<file path="src/rtl/register_file_mp_if.sv">
// Bus bundle for the multi-port register file: two write ports, three read
// ports, the ready flag and the registered write-collision pulse.
interface register_file_mp_if #(
  parameter int DATA_WIDTH = 32,
  parameter int ADDR_WIDTH = 5
);
  logic                  ready;
  logic                  write0;
  logic [ADDR_WIDTH-1:0] write_reg0;
  logic [DATA_WIDTH-1:0] write_data0;
  logic                  write1;
  logic [ADDR_WIDTH-1:0] write_reg1;
  logic [DATA_WIDTH-1:0] write_data1;
  logic [ADDR_WIDTH-1:0] read_reg_0;
  logic [ADDR_WIDTH-1:0] read_reg_1;
  logic [ADDR_WIDTH-1:0] read_reg_2;
  logic [DATA_WIDTH-1:0] reg0;
  logic [DATA_WIDTH-1:0] reg1;
  logic [DATA_WIDTH-1:0] reg2;
  logic                  write_conflict;

  modport master (
    input  ready, reg0, reg1, reg2, write_conflict,
    output write0, write_reg0, write_data0,
           write1, write_reg1, write_data1,
           read_reg_0, read_reg_1, read_reg_2
  );

  modport slave (
    output ready, reg0, reg1, reg2, write_conflict,
    input  write0, write_reg0, write_data0,
           write1, write_reg1, write_data1,
           read_reg_0, read_reg_1, read_reg_2
  );
endinterface

</file>
<file path="src/rtl/register_file_mp.sv">
// Decode-stage register file: two write ports (port 1 wins), three combinational
// read ports, optional zero register and write bypass, self-clearing after reset.
module register_file_mp #(
  parameter int DATA_WIDTH = 32,
  parameter int ADDR_WIDTH = 5,
  parameter int ZERO_REG   = 1,
  parameter int BYPASS     = 1
) (
  input logic              cclk,
  input logic              rst,
  register_file_mp_if.slave bus
);
  localparam int DEPTH = 2 ** ADDR_WIDTH;

  typedef enum logic {INIT, RUN} state_t;

  state_t                state_q, state_d;
  logic [ADDR_WIDTH-1:0] clearCnt_q, clearCnt_d;
  logic                  conflict_q, conflict_d;
  logic [DATA_WIDTH-1:0] mem_q [DEPTH];

  logic                  running;
  logic                  writeEn0, writeEn1;
  logic [ADDR_WIDTH-1:0] readAddr [3];
  logic [DATA_WIDTH-1:0] readData [3];

  // A write to index 0 is discarded entirely when it is the hardwired zero.
  assign running  = (state_q == RUN);
  assign writeEn0 = running && bus.write0 && !((ZERO_REG != 0) && (bus.write_reg0 == '0));
  assign writeEn1 = running && bus.write1 && !((ZERO_REG != 0) && (bus.write_reg1 == '0));

  always_ff @(posedge cclk) begin
    if (rst) begin
      state_q    <= INIT;
      clearCnt_q <= '0;
      conflict_q <= 1'b0;
    end else begin
      state_q    <= state_d;
      clearCnt_q <= clearCnt_d;
      conflict_q <= conflict_d;
    end
  end

  always_comb begin
    state_d    = state_q;
    clearCnt_d = clearCnt_q;
    conflict_d = 1'b0;
    case (state_q)
      INIT: begin
        clearCnt_d = clearCnt_q + 1'b1;
        if (clearCnt_q == '1) state_d = RUN;
      end
      RUN: begin
        conflict_d = bus.write0 && bus.write1 && (bus.write_reg0 == bus.write_reg1) &&
                     !((ZERO_REG != 0) && (bus.write_reg0 == '0));
      end
      default: state_d = INIT;
    endcase
  end

  // Port 1 is written last so it owns the entry when both ports hit one index.
  always_ff @(posedge cclk) begin
    if (!rst) begin
      if (state_q == INIT) begin
        mem_q[clearCnt_q] <= '0;
      end else begin
        if (writeEn0) mem_q[bus.write_reg0] <= bus.write_data0;
        if (writeEn1) mem_q[bus.write_reg1] <= bus.write_data1;
      end
    end
  end

  assign readAddr[0] = bus.read_reg_0;
  assign readAddr[1] = bus.read_reg_1;
  assign readAddr[2] = bus.read_reg_2;

  always_comb begin
    for (int i = 0; i < 3; i++) begin
      readData[i] = '0;
      if (running && !((ZERO_REG != 0) && (readAddr[i] == '0))) begin
        if ((BYPASS != 0) && writeEn1 && (readAddr[i] == bus.write_reg1)) begin
          readData[i] = bus.write_data1;
        end else if ((BYPASS != 0) && writeEn0 && (readAddr[i] == bus.write_reg0)) begin
          readData[i] = bus.write_data0;
        end else begin
          readData[i] = mem_q[readAddr[i]];
        end
      end
    end
  end

  assign bus.reg0           = readData[0];
  assign bus.reg1           = readData[1];
  assign bus.reg2           = readData[2];
  assign bus.ready          = running;
  assign bus.write_conflict = conflict_q;
endmodule

</file>
<file path="src/flat_wrapper.sv">
// flat-port wrapper written by rule: the top's interface ports become plain ports
module register_file_mp_flat 
#(
  parameter int DATA_WIDTH = 32,
  parameter int ADDR_WIDTH = 5,
  parameter int ZERO_REG   = 1,
  parameter int BYPASS     = 1
)
  (cclk, rst, bus_ready, bus_reg0, bus_reg1, bus_reg2, bus_write_conflict, bus_write0, bus_write_reg0, bus_write_data0, bus_write1, bus_write_reg1, bus_write_data1, bus_read_reg_0, bus_read_reg_1, bus_read_reg_2);
  register_file_mp_if #(.DATA_WIDTH(DATA_WIDTH), .ADDR_WIDTH(ADDR_WIDTH)) bus_i ();
  input logic cclk;
  input logic rst;
  output wire logic [$bits(bus_i.ready)-1:0] bus_ready;
  output wire logic [$bits(bus_i.reg0)-1:0] bus_reg0;
  output wire logic [$bits(bus_i.reg1)-1:0] bus_reg1;
  output wire logic [$bits(bus_i.reg2)-1:0] bus_reg2;
  output wire logic [$bits(bus_i.write_conflict)-1:0] bus_write_conflict;
  input wire logic [$bits(bus_i.write0)-1:0] bus_write0;
  input wire logic [$bits(bus_i.write_reg0)-1:0] bus_write_reg0;
  input wire logic [$bits(bus_i.write_data0)-1:0] bus_write_data0;
  input wire logic [$bits(bus_i.write1)-1:0] bus_write1;
  input wire logic [$bits(bus_i.write_reg1)-1:0] bus_write_reg1;
  input wire logic [$bits(bus_i.write_data1)-1:0] bus_write_data1;
  input wire logic [$bits(bus_i.read_reg_0)-1:0] bus_read_reg_0;
  input wire logic [$bits(bus_i.read_reg_1)-1:0] bus_read_reg_1;
  input wire logic [$bits(bus_i.read_reg_2)-1:0] bus_read_reg_2;
  assign bus_ready = bus_i.ready;
  assign bus_reg0 = bus_i.reg0;
  assign bus_reg1 = bus_i.reg1;
  assign bus_reg2 = bus_i.reg2;
  assign bus_write_conflict = bus_i.write_conflict;
  assign bus_i.write0 = bus_write0;
  assign bus_i.write_reg0 = bus_write_reg0;
  assign bus_i.write_data0 = bus_write_data0;
  assign bus_i.write1 = bus_write1;
  assign bus_i.write_reg1 = bus_write_reg1;
  assign bus_i.write_data1 = bus_write_data1;
  assign bus_i.read_reg_0 = bus_read_reg_0;
  assign bus_i.read_reg_1 = bus_read_reg_1;
  assign bus_i.read_reg_2 = bus_read_reg_2;
  register_file_mp #(.DATA_WIDTH(DATA_WIDTH), .ADDR_WIDTH(ADDR_WIDTH), .ZERO_REG(ZERO_REG), .BYPASS(BYPASS)) u_core (.cclk(cclk), .rst(rst), .bus(bus_i));
endmodule
</file>
<file path="config.mk">
export PLATFORM = sky130hd
export DESIGN_NAME = register_file_mp_flat
export DESIGN_NICKNAME = d
export VERILOG_FILES = /design/src/rtl/register_file_mp_if.sv /design/src/rtl/register_file_mp.sv /design/src/flat_wrapper.sv
export SDC_FILE = /design/constraint.sdc
export NUM_CORES = 2
export LEC_CHECK = 0
export BUFFER_PORTS_ARGS = -buffer_cell sky130_fd_sc_hd__buf_4
export CAP_MARGIN = 20
export CORE_ASPECT_RATIO = 1.4
export CORE_MARGIN = 2
export CORE_UTILIZATION = 40
export DETAILED_ROUTE_END_ITERATION = 8
export PLACE_DENSITY = 0.57
export SYNTH_ARGS = -nofsm -noshare
export SYNTH_HDL_FRONTEND = slang
export SYNTH_SLANG_ARGS = --single-unit
</file>
<file path="constraint.sdc">
create_clock -name cclk -period 7 [get_ports cclk]
set_input_delay 0.35 -clock cclk [delete_from_list [all_inputs] [get_ports cclk]]
set_output_delay 0.35 -clock cclk [all_outputs]
set_load 0.05 [all_outputs]
</file>
== Yosys cells after proc, flatten, opt, wreduce, memory -nomap -nowiden ==
Memories as Yosys holds them, arrays and structs flattened.
Cells that the tools add are included.

* Flip-flop bits (word level): 7
* Bits in writable memories: 1,024
* Input bits: 93
* Output and inout port bits: 98
* Word-level logic and storage cells: 67
* Memories kept: 1

{| class="wikitable"
|+ Memory list
! memory !! words !! width !! rd ports !! clocked after memory_dff !! write ports !! line !! RTL
|-
| u_core.mem_q || 32 || 32 || 3 || 0 || 2 || register_file_mp.sv:20 || <nowiki>logic [DATA_WIDTH-1:0] mem_q [DEPTH];</nowiki>
|}

* $add $sub $neg: 1
* Equal/unequal tests: 8
* Multiplexer cells: 25
* Bitwise logic cells: 1
* Reductions and logical operators: 28

{| class="wikitable"
|+ Operators by type and width
! kind !! count
|-
| $mux 32 || 10
|-
| $eq 5x5->1 || 7
|-
| $reduce_or 32->1 || 1
|-
| $logic_not 5->1 || 5
|-
| $logic_and 1x1->1 || 16
|-
| $mux 1 || 14
|-
| $add 5x1->5 const B || 1
|-
| $eq 5x5->1 const B || 1
|-
| $logic_not 1->1 || 5
|-
| $mux 5 || 1
|-
| $reduce_or 2->1 || 1
|-
| $not 1->1 || 1
|}

== Logic depth before layout (Yosys ltp) ==
* Word-level depth: 9
* Depth in mapped cells: 11
* Mapped depth without buffers: 6

== Worst setup path before layout ==
Ideal clock, no wire load.

* Kind: input port to flip-flop
* From: in bus_write_reg0[1]
* To: mem u_core.mem_q[17][0] (enable)
* Library setup time: 0.433 ns
* Data arrival time: 3.636 ns
* Setup slack: 2.931 ns
* Cell stages on the path: 9
* Buffers on the path: 4
* Cells stage by stage: buf_2 -> or4_4 -> o2111a_1 -> buf_6 -> buf_6 -> buf_6 -> mux2i_4 -> nand2_2 -> o22ai_1

{| class="wikitable"
|+ RTL lines
! element !! line !! RTL
|-
| from (decl) || flat_wrapper.sv:19 || <nowiki>input wire logic [$bits(bus_i.write_reg0)-1:0] bus_write_reg0;</nowiki>
|-
| to (decl) || register_file_mp.sv:20 ||
|}

== Worst setup path after layout ==
* From: in bus_read_reg_1[0]
* To: out bus_reg1[1]

* Longest elaborated chain between the ends: 5
* Elaborated cells between the ends (all ways): 11

{| class="wikitable"
|+ Ends and longest elaborated chain
! element !! line !! RTL
|-
| from (decl) || flat_wrapper.sv:25 || <nowiki>input wire logic [$bits(bus_i.read_reg_1)-1:0] bus_read_reg_1;</nowiki>
|-
| branches (longest 4 deep; another with $mem_v2 32x32) || -- ||
|-
| $mux 32 (*) || register_file_mp.sv:80 || <nowiki>if (running && !((ZERO_REG != 0) && (readAddr[i] == '0))) begin</nowiki>
|-
| to (decl) || flat_wrapper.sv:15 || <nowiki>output wire logic [$bits(bus_i.reg1)-1:0] bus_reg1;</nowiki>
|}

Every way passes the cells marked *.

==> results.ini <==
[power]
swShare_pct=26.74
p_total_uw=14040
p_leak_uw=0.02514
seq_power_share_pct=48.1
p_int_uw=10290
power_density_nw_per_um2=186.1
comb_power_share_pct=11.9
pwr-share-clk_pct=40.0
vdd_ir_drop_max_mv=0.1891
switchingPower_uw=3754

[die]
die_h_um=493.5
initial_core_util_pct=40.28
ioPinCount=191
die_x_um=353.7
core_um2=170000
row_count=179
dieArea_um2=174500

[critical_path]
critPathCapture=bus_reg1[1]
start_kind=input pin
r2r_end=u_core.mem_q[10][29]
r2r_cells=6
r2r_start=u_core.bus.ready
worst-endpoint-arrival_ps=4440
ff2ff_setup_slack_ps=2450
path_class=in -> out
cp.required_ps=6650
crit_path_start=bus_read_reg_1[0]
cp-end-kind=output pin
critPathMaxFanout=38

[sta]
rsz0062_at_grt=false
setup_tns_ps=0
max_slew_margin_pct=15.33
tightest_slew_ps=1267
slew_violations=0
min_period_ps=4788
finClkSkew_ps=17.39
finalCritPeriodShare_pct=68.41
setup_slack_ps=2212
achievable-frequency_ghz=0.2088
setup_viol=0
finalHoldViolCount=0

[final_layout]
drive_above_1_share_pct=14.47
final_util_pct=44.38
fin_area_um2=75440
area_delta_synth_final_pct=10.18
nets=6387

[clocking]
postCtsSetupBuffers=0
cts_buffer_depth=3
clock_tree.root_cell=clkbuf_16
h-tree-depth=3
clk_pin_slew_ps=60
clk_latency_ps=740
cts_tree=done
clock-sinks=1031
cts_buffers=104

[logic_synthesis]
synth_flop_cell=edfxtp_1
avgSynthCellArea_um2=10.33
seq_area_frac_synth_pct=45.11
async_flop_share_pct=0
synthesis.instances=6628
ys_ff_latch=1031
synth_edf_count=1024
syn_nets=6723
mappedNetlistArea_um2=68470
yosysWarningCount=0
ys_types=59

[route]
via_per_inst=6.837
drc=0
vias=59140
first_pass_iters=7
drtIter0Drc=8131
detail-route-antenna-nets=0
wl_per_cell_um=35.50
finalWirelength_um=307000

[place]
hpwl_um=183800
place_congestion=0.9579
place_ws_ps=2408
io_buffers=190
placed_area_um2=71840

[global_route]
antenna_found_initial=20
grt_pass1_wl_um=425000
grt_usage_pct=34.13
grt_overflow=0
grt_start_max_net_pins=128
grt_pass1_vias=56390

[worst_hold_path]
hp-class=in -> reg

[flow_run]
maxCapViolCount=0

[run_status]
outcome=completed

-- worst min path at each step --
stage	from	endpoint	cells after the start
detailed placement	u_core.clearCnt_q[1]	u_core.clearCnt_q[1]	2
global route	bus_write_data0[14]	u_core.mem_q[0][14]	3
global placement	u_core.clearCnt_q[1]	u_core.clearCnt_q[1]	2
floorplan	u_core.clearCnt_q[1]	u_core.clearCnt_q[1]	2
finish	bus_write_data0[14]	u_core.mem_q[0][14]	3
CTS	bus_write_reg0[1]	u_core.bus.write_conflict	3
-- registers in the layout (all words and copies together) (netlist names) --
signal	count
u_core.clearCnt_q	5
u_core.mem_q	1024
u_core.bus.ready	1
u_core.bus.write_conflict	1
-- critical path, cell delays in order --
cell,delay (ps)
buf_4,680
nand4b_1,640
buf_4,530
o22ai_1,180
or4_1,540
a221oi_1,450
and3_1,320
o32ai_1,200
buf_4,270
buf_4,190
-- Yosys cell counts (65+ instances only) --
library cell / instances / area share (%)
a211oi_1: 186 / 2.0
or4_1: 93 / 1.0
nor2b_1: 100 / 0.91
o22ai_1: 403 / 3.7
edfxtp_1: 1024 / 45
nand2_1: 1105 / 6.1
mux4_2: 294 / 9.7
and3_1: 96 / 0.88
nor2_1: 82 / 0.45
mux2i_1: 860 / 13
clkbuf_1: 590 / 3.2
o21ai_0: 1147 / 8.4
a221oi_1: 93 / 1.2
buf_1: 65 / 0.36
inv_1: 70 / 0.38
buf_2: 133 / 0.97
-- area by class of cell --
cell class	count	area [µm²]
clock buffers	125	2703
diodes	9	22.52
fillers	15650	94550
clock inverters	67	528.0
inverters	70	262.8
repair buffers	364	3247
multi-input cells	4721	34960
well taps	2262	2830
flip-flops and latches	1031	30890
-- layout by cell type, fill, tap and decap left out, types with 7 or more instances in the layout --
cell	synthesis	layout
o21ai_0	1147	1147
nand2_1	1105	1102
edfxtp_1	1024	1024
mux2i_1	860	860
o22ai_1	403	372
buf_4	13	328
mux4_2	294	294
a211oi_1	186	186
clkbuf_16	0	105
nor2b_1	100	97
and3_1	96	96
or4_1	93	93
a221oi_1	93	93
inv_1	70	70
o21ai_1	64	64
nor2_1	82	48
nor2_4	0	34
o32ai_1	33	33
o22ai_4	0	31
clkinv_2	0	26
xor2_1	23	23
clkinv_1	0	23
clkbuf_1	590	20
buf_16	0	16
xnor2_1	15	15
buf_12	0	11
nor3_1	13	10
diode_2	0	9
nand3_1	9	9
nand3b_1	9	9
nand4bb_4	0	9
nand4b_1	9	9
a22oi_1	7	7
nand4_1	7	7
dfxtp_1	7	7
-- repair_timing --
item,4_1_cts,5_1_grt
hold buffers,2,0
gates resized for setup,0,0
endpoints found under the hold margin,7,0
-- stage by stage --
stage / instances / hold slack [ps]
2_1_floorplan: 6628 / 515.0
3_3_place_gp: 8426 / 545.3
3_5_place_dp: 8433 / 569.7
4_1_cts: 8627 / 24.77
5_1_grt: 8642 / 56.69
6_report: 8649 / 52.51
-- routing by layer --
layer / track usage [%] / up-vias / part of all wire (%)
met5: 0.8493 / - / 0.11
met4: 23.42 / 20 / 7.8
met3: 9.649 / 1135 / 12
met2: 53.09 / 4279 / 45
met1: 40.96 / 29140 / 35
li1: - / 24560 / -
-- power groups by stage --
stage / Sequential, µW / Combinational, µW / Clock [µW]
6_report: 6760 / 1670 / 5610
2_1_floorplan: 6880 / 989 / 0
5_1_grt: 6760 / 1690 / 5820
3_5_place_dp: 6890 / 1610 / 0
4_1_cts: 6760 / 1610 / 5610
3_3_place_gp: 6890 / 1600 / 0
-- cell families after synthesis --
family	share of synthesized area, %
AO/OA/AOI/OAI	16.62
XOR/XNOR	0.4861
adder cells (fa/ha/maj)	0.03654
buffers and inverters	5.171
flip-flops	45.11
multiplexers	22.29
AND/OR/NAND/NOR	10.28
(Power assumes the default switching activity.)
